## config.mk

```make
export PLATFORM = sky130hd
export DESIGN_NAME = inst_mem_loader
export DESIGN_NICKNAME = d
export VERILOG_FILES = /design/src/rtl/inst_mem_pkg.sv /design/src/rtl/inst_mem_loader.sv
export SDC_FILE = /design/constraint.sdc
export NUM_CORES = 1
export LEC_CHECK = 0
export ABC_AREA = 1
export BUFFER_PORTS_ARGS = -buffer_cell sky130_fd_sc_hd__buf_4
export CAP_MARGIN = 40
export CORE_MARGIN = 2
export CORE_UTILIZATION = 54
export DETAILED_ROUTE_END_ITERATION = 10
export PLACE_DENSITY = 0.86
export SLEW_MARGIN = 20
export SYNTH_ARGS = -nofsm -noshare
export SYNTH_HDL_FRONTEND = slang
export SYNTH_SLANG_ARGS = --single-unit
```

## constraint.sdc

```tcl
create_clock -name clk_i -period 5.1 [get_ports clk_i]
set_input_delay 1.02 -clock clk_i [delete_from_list [all_inputs] [get_ports clk_i]]
set_output_delay 1.02 -clock clk_i [all_outputs]
set_load 0.03 [all_outputs]
```

## src/rtl/inst_mem_pkg.sv

```systemverilog
// Shared definitions for the byte-wide instruction memory: loader FSM states,
// word geometry and the little-endian byte-lane select used by loader and fetch.
package inst_mem_pkg;

    localparam int BYTES_PER_WORD = 4;

    typedef enum logic [2:0] {
        ST_IDLE,
        ST_WAIT,
        ST_WR0,
        ST_WR1,
        ST_WR2,
        ST_WR3,
        ST_FIN
    } state_e;

    // Lane 0 is word[7:0], stored at the lowest byte address.
    function automatic logic [7:0] byte_lane(input logic [31:0] word, input logic [1:0] lane);
        byte_lane = word[{lane, 3'b000} +: 8];
    endfunction

endpackage

```

## src/rtl/inst_mem_loader.sv

```systemverilog
// Streams 32-bit instruction words into the byte-wide instruction memory as four
// little-endian byte writes per word, with alignment and bounds checking.
module inst_mem_loader
    import inst_mem_pkg::*;
#(
    parameter int MEM_BYTES = 16,
    parameter int ADDR_W    = 64,
    parameter int CNT_W     = 16
) (
    input  logic              clk_i,
    input  logic              rst_ni,
    input  logic              start_i,
    input  logic [ADDR_W-1:0] base_addr_i,
    input  logic [CNT_W-1:0]  word_count_i,
    input  logic              in_valid_i,
    output logic              in_ready_o,
    input  logic [31:0]       in_word_i,
    output logic              mem_we_o,
    output logic [ADDR_W-1:0] mem_addr_o,
    output logic [7:0]        mem_wdata_o,
    output logic              busy_o,
    output logic              done_o,
    output logic              err_o
);

    localparam logic [ADDR_W-1:0] MEM_LIMIT = ADDR_W'(MEM_BYTES);
    localparam logic [ADDR_W-1:0] WORD_STEP = ADDR_W'(BYTES_PER_WORD);
    localparam logic [ADDR_W-1:0] LAST_OFS  = ADDR_W'(BYTES_PER_WORD - 1);

    state_e            state_q, state_d;
    logic [ADDR_W-1:0] addr_q, addr_d;
    logic [CNT_W-1:0]  remaining_q, remaining_d;
    logic [31:0]       word_q, word_d;
    logic              err_q, err_d;
    logic [ADDR_W-1:0] mem_addr_q, mem_addr_d;
    logic [7:0]        mem_wdata_q, mem_wdata_d;

    logic              in_ready;
    logic              accept;
    logic              writing;
    logic [1:0]        lane;
    logic [ADDR_W-1:0] next_word_addr;
    logic              out_of_bounds;

    // Ready is a function of state only, so it never loops back through in_valid.
    always_comb begin
        in_ready       = (state_q == ST_WAIT) ||
                         ((state_q == ST_WR3) && (remaining_q > CNT_W'(1)));
        accept         = in_ready && in_valid_i;
        next_word_addr = (state_q == ST_WR3) ? (addr_q + WORD_STEP) : addr_q;
        out_of_bounds  = (next_word_addr + LAST_OFS) >= MEM_LIMIT;
    end

    always_comb begin
        writing = 1'b1;
        lane    = 2'd0;
        case (state_q)
            ST_WR0:  lane = 2'd0;
            ST_WR1:  lane = 2'd1;
            ST_WR2:  lane = 2'd2;
            ST_WR3:  lane = 2'd3;
            default: writing = 1'b0;
        endcase
    end

    // Address and data hold their last driven value between strobes.
    always_comb begin
        mem_addr_d  = mem_addr_q;
        mem_wdata_d = mem_wdata_q;
        if (writing) begin
            mem_addr_d  = addr_q + ADDR_W'(lane);
            mem_wdata_d = byte_lane(word_q, lane);
        end
    end

    always_comb begin
        state_d     = state_q;
        addr_d      = addr_q;
        remaining_d = remaining_q;
        word_d      = word_q;
        err_d       = err_q;
        case (state_q)
            ST_IDLE: begin
                if (start_i) begin
                    addr_d      = base_addr_i;
                    remaining_d = word_count_i;
                    err_d       = 1'b0;
                    if (base_addr_i[1:0] != 2'b00) begin
                        err_d   = 1'b1;
                        state_d = ST_FIN;
                    end else if (word_count_i == '0) begin
                        state_d = ST_FIN;
                    end else begin
                        state_d = ST_WAIT;
                    end
                end
            end
            ST_WAIT: begin
                if (accept) begin
                    if (out_of_bounds) begin
                        err_d   = 1'b1;
                        state_d = ST_FIN;
                    end else begin
                        word_d  = in_word_i;
                        state_d = ST_WR0;
                    end
                end
            end
            ST_WR0: state_d = ST_WR1;
            ST_WR1: state_d = ST_WR2;
            ST_WR2: state_d = ST_WR3;
            ST_WR3: begin
                addr_d      = addr_q + WORD_STEP;
                remaining_d = remaining_q - CNT_W'(1);
                if (remaining_q == CNT_W'(1)) begin
                    state_d = ST_FIN;
                end else if (accept) begin
                    if (out_of_bounds) begin
                        err_d   = 1'b1;
                        state_d = ST_FIN;
                    end else begin
                        word_d  = in_word_i;
                        state_d = ST_WR0;
                    end
                end else begin
                    state_d = ST_WAIT;
                end
            end
            ST_FIN:  state_d = ST_IDLE;
            default: state_d = ST_IDLE;
        endcase
    end

    always_ff @(posedge clk_i or negedge rst_ni) begin
        if (!rst_ni) begin
            state_q     <= ST_IDLE;
            addr_q      <= '0;
            remaining_q <= '0;
            word_q      <= '0;
            err_q       <= 1'b0;
            mem_addr_q  <= '0;
            mem_wdata_q <= '0;
        end else begin
            state_q     <= state_d;
            addr_q      <= addr_d;
            remaining_q <= remaining_d;
            word_q      <= word_d;
            err_q       <= err_d;
            mem_addr_q  <= mem_addr_d;
            mem_wdata_q <= mem_wdata_d;
        end
    end

    assign in_ready_o  = in_ready;
    assign mem_we_o    = writing;
    assign mem_addr_o  = mem_addr_d;
    assign mem_wdata_o = mem_wdata_d;
    assign busy_o      = (state_q != ST_IDLE);
    assign done_o      = (state_q == ST_FIN);
    assign err_o       = err_q;

endmodule

```

==> flow_summary.yaml, run 1 <==
run_status:
  status: "finished, final reports clean"
setup_path:
  cpMostUsedCell: "inv_1"
  worstPathRequired_ps: 4080
  r2r-start: "state_q[0]"
  worst_ep_arrival_time_ps: 3930
  crit_slowest_cell: "dfrtp_1"
  slowest_delay_ps: 460
  end_kind: "output port"
  cp_max_fo: 5
  crit_type: "register to output port"
  startpoint: "state_q[2]"
  critPathTopFamily: "simple AND/OR/NAND/NOR gates"
  cp_cell_sequence: "inv_1 -> nand2_1 -> nor2_1 -> nor2_1 -> inv_1 -> ha_1 -> inv_1 -> fa_1 -> nor2_1 -> inv_1 -> nor2_1 -> inv_1 -> nor2_1 -> buf_4 -> nand2_1 -> inv_1 -> nand2_1 -> nor3_4 -> nand3_1 -> xor2_1 -> nand2_1 -> nand2_2 -> buf_4"
  worst-path-buf-inv: 8
  reg2reg_slack_ps: 560
  cp-start-kind: "register"
placement:
  portBuffers: 192
  dp_hpwl_mm: 43.6
  gp_congestion: 0.989
  dpl.cell_count: 2788
  placed_area_mm2: 0.0164
grt:
  grtUsageTotal_pct: 39.6
  grt_pass1_vias: 15500
  use_met1_pct: 51.3
  grt_pass1_wl_mm: 86.8
  grt_use_met2_pct: 64.3
  gr-max-usage-layer: "met2"
  grt_max_degree: 114
  gr-usage-met3_pct: 5.57
  antenna_found_initial: 0
  overflow: 0
min_path:
  hold_class: "register to register"
  hold_start: "word_q[24]"
sta:
  slew_viol_final: 0
  worst_pin_slew_ps: 846
  finalCritPeriodShare_pct: 97.0
  slew-limit-headroom_pct: 43.6
  finClkSkew_ps: 27.4
  max_freq_mhz: 202
  final-setup-viol-count: 0
  min_period_ps: 4950
  hold_viol_final: 0
  rsz0062_at_grt: "true"
detailed_routing:
  postRouteAntennaNets: 0
  avgRoutedWirePerCell_um: 19.8
  routed_wl_mm: 55.8
  drc: 0
  drt_iter0_drc: 1753
  vias: 16400
  avgViaCountPerCell: 5.83
  drtPass1Iterations: 6
yosys:
  syn_area_mm2: 0.0146
  syn_nets: 2426
  synth-xor-area-share_pct: 3.18
  synthMuxAreaShare_pct: 0
  synth_top_family_by_area: "simple AND/OR/NAND/NOR gates"
  syn_avg_cell_area_um2: 6.34
  ys_seq_area_share_pct: 32.2
  ys_ff_latch: 188
  async_reset_ff_share_pct: 100
  ys.flop_type: "dfrtp_1"
  yosys_warnings: 0
  synth_cell_types: 46
  synth_edf_count: 0
  postSynthCellCount: 2304
  synthAdderAreaFrac_pct: 0.566
  synth_compound_area_share_pct: 11.5
  synthSimpleGateAreaFrac_pct: 44.0
clock_tree:
  post_cts_buffers: 0
  htreeDepth: 4
  cts_tree: "built"
  cts_root_buffer: "clkbuf_16"
  cts_hold_buffers: 0
  cts_resized: 1
  clock_latency_ps: 470
  cts_sinks: 188
  max-clock-path-buffers: 2
  clkTransAtPathRegs_ps: 100
  cts_buffers: 17
floorplanning:
  dieArea_mm2: 0.0284
  core_mm2: 0.0267
  initial_core_util_pct: 54.6
  die_h_um: 168
  die_x_um: 168
  ios: 193
  fp-row-count: 60
final_layout:
  num_antenna_cells: 0
  syn2layout_area_growth_pct: 17.0
  drive_gt1_share_pct: 15.4
  finalInstanceArea_mm2: 0.0171
  fin_cells: 2821
  fillers: 2540
  fin_nets: 2589
job:
  drv_cap: 0
power_and_ir_drop:
  ir_worst_vdd_v: 0.000621
  p_leak_nw: 8.43
  power-per-cell-area_mw_per_mm2: 714
  power.total_mw: 12.2
## per-stage QoR
stage | setup TNS [ps] | util (%) | setup WS [ps] | hold slack [ps]
3_5_place_dp | 0 | 61.3 | 436 | 454
4_1_cts | 0 | 63.7 | 139 | 477
5_1_grt | -117 | 63.9 | -117 | 501
3_3_place_gp | 0 | 61.1 | 547 | 448
6_report | 0 | 63.9 | 152 | 481
2_1_floorplan | 0 | - | 14.9 | 434
## Yosys cell counts, types with 26 or more instances
master | n | area share (%)
nand2_1 | 782 | 20
nand4_1 | 44 | 1.9
o21ai_0 | 144 | 4.9
clkbuf_1 | 44 | 1.1
xor2_1 | 50 | 3.0
nor2_1 | 296 | 7.6
o211ai_1 | 37 | 1.9
dfrtp_1 | 188 | 32
nor2_2 | 26 | 1.1
nand3_1 | 205 | 7.0
inv_1 | 209 | 5.4
## tightest hold or removal path, stage by stage (launching register included)
cell and delay, ps:
dfrtp_1 360, nand2_1 60, nand2_1 40
## layer usage
| metal | up-vias | routed length, um |
|---|---|---|
| met5 | - | 0 |
| met4 | 0 | 3430 |
| met3 | 165 | 4600 |
| met2 | 846 | 25400 |
| met1 | 7644 | 22400 |
| li1 | 7784 | - |
## report_power, final
group | internal (mW) | switching (mW)
clock network | 0.707 | 0.817
registers | 2.13 | 0.605
logic | 2.40 | 5.53
## area by class of cell
class / instances / area (um^2) / area share (%)
Clock buffer: 17 / 425 / 2.49
Multi-Input combinational cell: 1802 / 8690 / 50.9
Clock inverter: 15 / 230 / 1.35
Sequential cell: 188 / 4700 / 27.6
Timing Repair Buffer: 218 / 1690 / 9.91
Inverter: 240 / 907 / 5.31
Tap cell: 341 / 427 / 2.50
## cell usage in the layout, fill, tap and decap left out, drive strengths merged
cell	n
nand2	812
nor2	345
inv	242
buf	217
nand3	217
dfrtp	188
o21ai	154
xor2	50
nand4	44
o211ai	37
a22oi	21
a31oi	20
a21oi	19
clkbuf	18
nor3	14
clkinv	13
or2	11
o21bai	10
o22ai	9
nor4	7
and2	5
ha	5
o31ai	4
o311ai	4
nand3b	4
xnor2	3
a41oi	1
a211oi	1
o32ai	1
a31o	1
o31a	1
a221oi	1
fa	1
## logic make-up after synthesis
family,Yosys count
buffers and inverters,314
XOR/XNOR,53
AO/OA/AOI/OAI,284
flip-flops,188
adder cells (fa/ha/maj),6
AND/OR/NAND/NOR,1459
## worst paths after layout
check | end | depth (start not counted)
setup / recovery | mem_addr_o[56] | 23
hold / removal | word_q[24] | 2
setup reg to reg | word_q[8] | 24
hold reg to reg | word_q[24] | 2
max in group asynchronous | mem_addr_q[23] | 3
min in group asynchronous | mem_addr_q[43] | 1
## registers in the layout (all words and copies together), names as in the netlist
name,cells
addr_q,64
mem_addr_q,64
word_q,32
remaining_q,16
mem_wdata_q,8
state_q,3
err_o,1
Power figures use the tool's default switching activity.
==> run 2: changes to the inputs <==
--- a/config.mk
+++ b/config.mk
@@ -8,6 +8,7 @@
 export ABC_AREA = 1
 export BUFFER_PORTS_ARGS = -buffer_cell sky130_fd_sc_hd__buf_4
 export CAP_MARGIN = 40
+export CORE_ASPECT_RATIO = 0.8
 export CORE_MARGIN = 2
 export CORE_UTILIZATION = 54
 export DETAILED_ROUTE_END_ITERATION = 10
==> run 2 against run 1 <==
Count of clock-buffer cells in the layout unchanged. Critical endpoint is now mem_addr_o[48]. Die area about the same. Global-route usage up 1.3 points. Routed wire length up 3.9%.
==> flow_summary.yaml, run 2 (synthesis results as in run 1) <==
grt:
  grt_pass1_wl_mm: 88.1
  grt_max_degree: 114
  grtUsageTotal_pct: 40.9
  overflow: 0
  antenna_found_initial: 0
  grt_pass1_vias: 15200
setup_path:
  worstPathRequired_ps: 4080
  startpoint: "state_q[0]"
  cp_max_fo: 9
  slowest_delay_ps: 480
  crit_type: "register to output port"
  worst-path-buf-inv: 4
  worst_ep_arrival_time_ps: 3880
  reg2reg_depth: 26
  cp-start-kind: "register"
  end_kind: "output port"
  regToRegEndpoint: "word_q[13]"
  r2r-start: "addr_q[2]"
  cp_cell_sequence: "nor2_1 -> nand2_1 -> nand2_1 -> inv_1 -> fa_1 -> nor2_2 -> inv_1 -> nor2_1 -> inv_1 -> nor2_1 -> nand2_1 -> nor3_1 -> nand2_1 -> xor2_1 -> o21ai_1 -> buf_4"
  cpMostUsedCell: "nand2_1"
  cp.depth: 16
  crit_slowest_cell: "fa_1"
  critPathTopFamily: "simple AND/OR/NAND/NOR gates"
  reg2reg_slack_ps: 590
clock_tree:
  cts_hold_buffers: 0
  max-clock-path-buffers: 2
  htreeDepth: 4
  post_cts_buffers: 0
  cts_sinks: 188
  cts_tree: "built"
  clkTransAtPathRegs_ps: 90
  cts_root_buffer: "clkbuf_16"
  clock_latency_ps: 460
  cts_buffers: 17
floorplanning:
  ios: 193
  core_mm2: 0.0264
  dieArea_mm2: 0.0284
  die_h_um: 151
  fp-row-count: 53
  die_x_um: 188
  initial_core_util_pct: 55.3
sta:
  slew-limit-headroom_pct: 38.1
  final-setup-viol-count: 0
  max_freq_mhz: 204
  rsz0062_at_grt: "true"
  finClkSkew_ps: 20.5
  hold_viol_final: 0
  slew_viol_final: 0
  worst_pin_slew_ps: 921
  hold_slack_ps: 462
  finalCritPeriodShare_pct: 96.2
  min_period_ps: 4900
final_layout:
  fin_util_pct: 64.7
  drive_gt1_share_pct: 15.5
  finalInstanceArea_mm2: 0.0171
  syn2layout_area_growth_pct: 16.9
  final_common_cell: "nand2_1"
  fin_nets: 2587
  reg_top3: "addr_q x64, mem_addr_q x64, word_q x32"
  num_antenna_cells: 0
  mostFrequentLayoutCells: "781 x nand2_1, 293 x nor2_1, 210 x buf_4"
detailed_routing:
  avgViaCountPerCell: 5.93
  drt_iter0_drc: 2639
  postRouteAntennaNets: 0
  routed_wl_mm: 58.0
  vias: 16800
  avgRoutedWirePerCell_um: 20.5
  drtPass1Iterations: 6
  drc: 0
placement:
  gp_congestion: 1.03
  dp_hpwl_mm: 45.4
  portBuffers: 192
  placed_area_mm2: 0.0164
power_and_ir_drop:
  ir_worst_vdd_v: 0.000582
  p_int_mw: 5.23
  p_leak_nw: 8.41
  sw_frac_of_total_pct: 57.8
  power.total_mw: 12.4
  pwr-share-seq_pct: 22.6
  power-per-cell-area_mw_per_mm2: 726
  switchingPower_mw: 7.17
  clkPwrFrac_pct: 11.6
  combPwrFrac_pct: 65.8
min_path:
  hold_class: "input pin to asynchronous set/reset pin"
job:
  drv_cap: 0
run_status:
  status: "finished, final reports clean"
-- run 2: layout make-up --
cell class	count	area, um^2
Fill cell	2485	9320
Multi-Input combinational cell	1802	8690
Sequential cell	188	4710
Timing Repair Buffer	216	1700
Inverter	240	907
Tap cell	357	447
Clock buffer	17	425
Clock inverter	15	200
-- run 2: worst max path at each step --
stage / endpoint
after floorplan: mem_addr_o[48]
after global placement: mem_addr_o[56]
after detailed placement: mem_addr_o[56]
after CTS: mem_addr_o[56]
after global routing: mem_addr_o[56]
final: mem_addr_o[48]
-- run 2: repair_timing --
action,CTS,global route
setup endpoints to repair,0,5
gates resized for setup,0,6
hold endpoints to repair,0,0
-- run 2: power groups by stage --
stage | clock network [mW] | registers (mW) | logic [mW]
2_1_floorplan | 0 | 2.52 | 5.26
3_3_place_gp | 0 | 2.76 | 7.68
3_5_place_dp | 0 | 2.78 | 7.83
4_1_cts | 1.43 | 2.75 | 7.88
5_1_grt | 1.49 | 2.86 | 8.77
6_report | 1.44 | 2.81 | 8.16
-- run 2: per-layer routing --
metal / part of all wire, % / global-route usage, % / vias up
met5: 0 / 0 / -
met2: 42 / 60.4 / 1090
met4: 2.3 / 10.1 / 0
met3: 13 / 9.11 / 100
li1: - / - / 7762
met1: 43 / 60.7 / 7846
-- run 2: through the flow --
stage / TNS (ps) / worst slack [ps] / instances
after global routing: -63.6 / -58.2 / 2835
final: 0 / 195 / 2835
after floorplan: 0 / 14.9 / 2304
after detailed placement: 0 / 544 / 2801
after CTS: 0 / 35.4 / 2833
after global placement: 0 / 615 / 2799
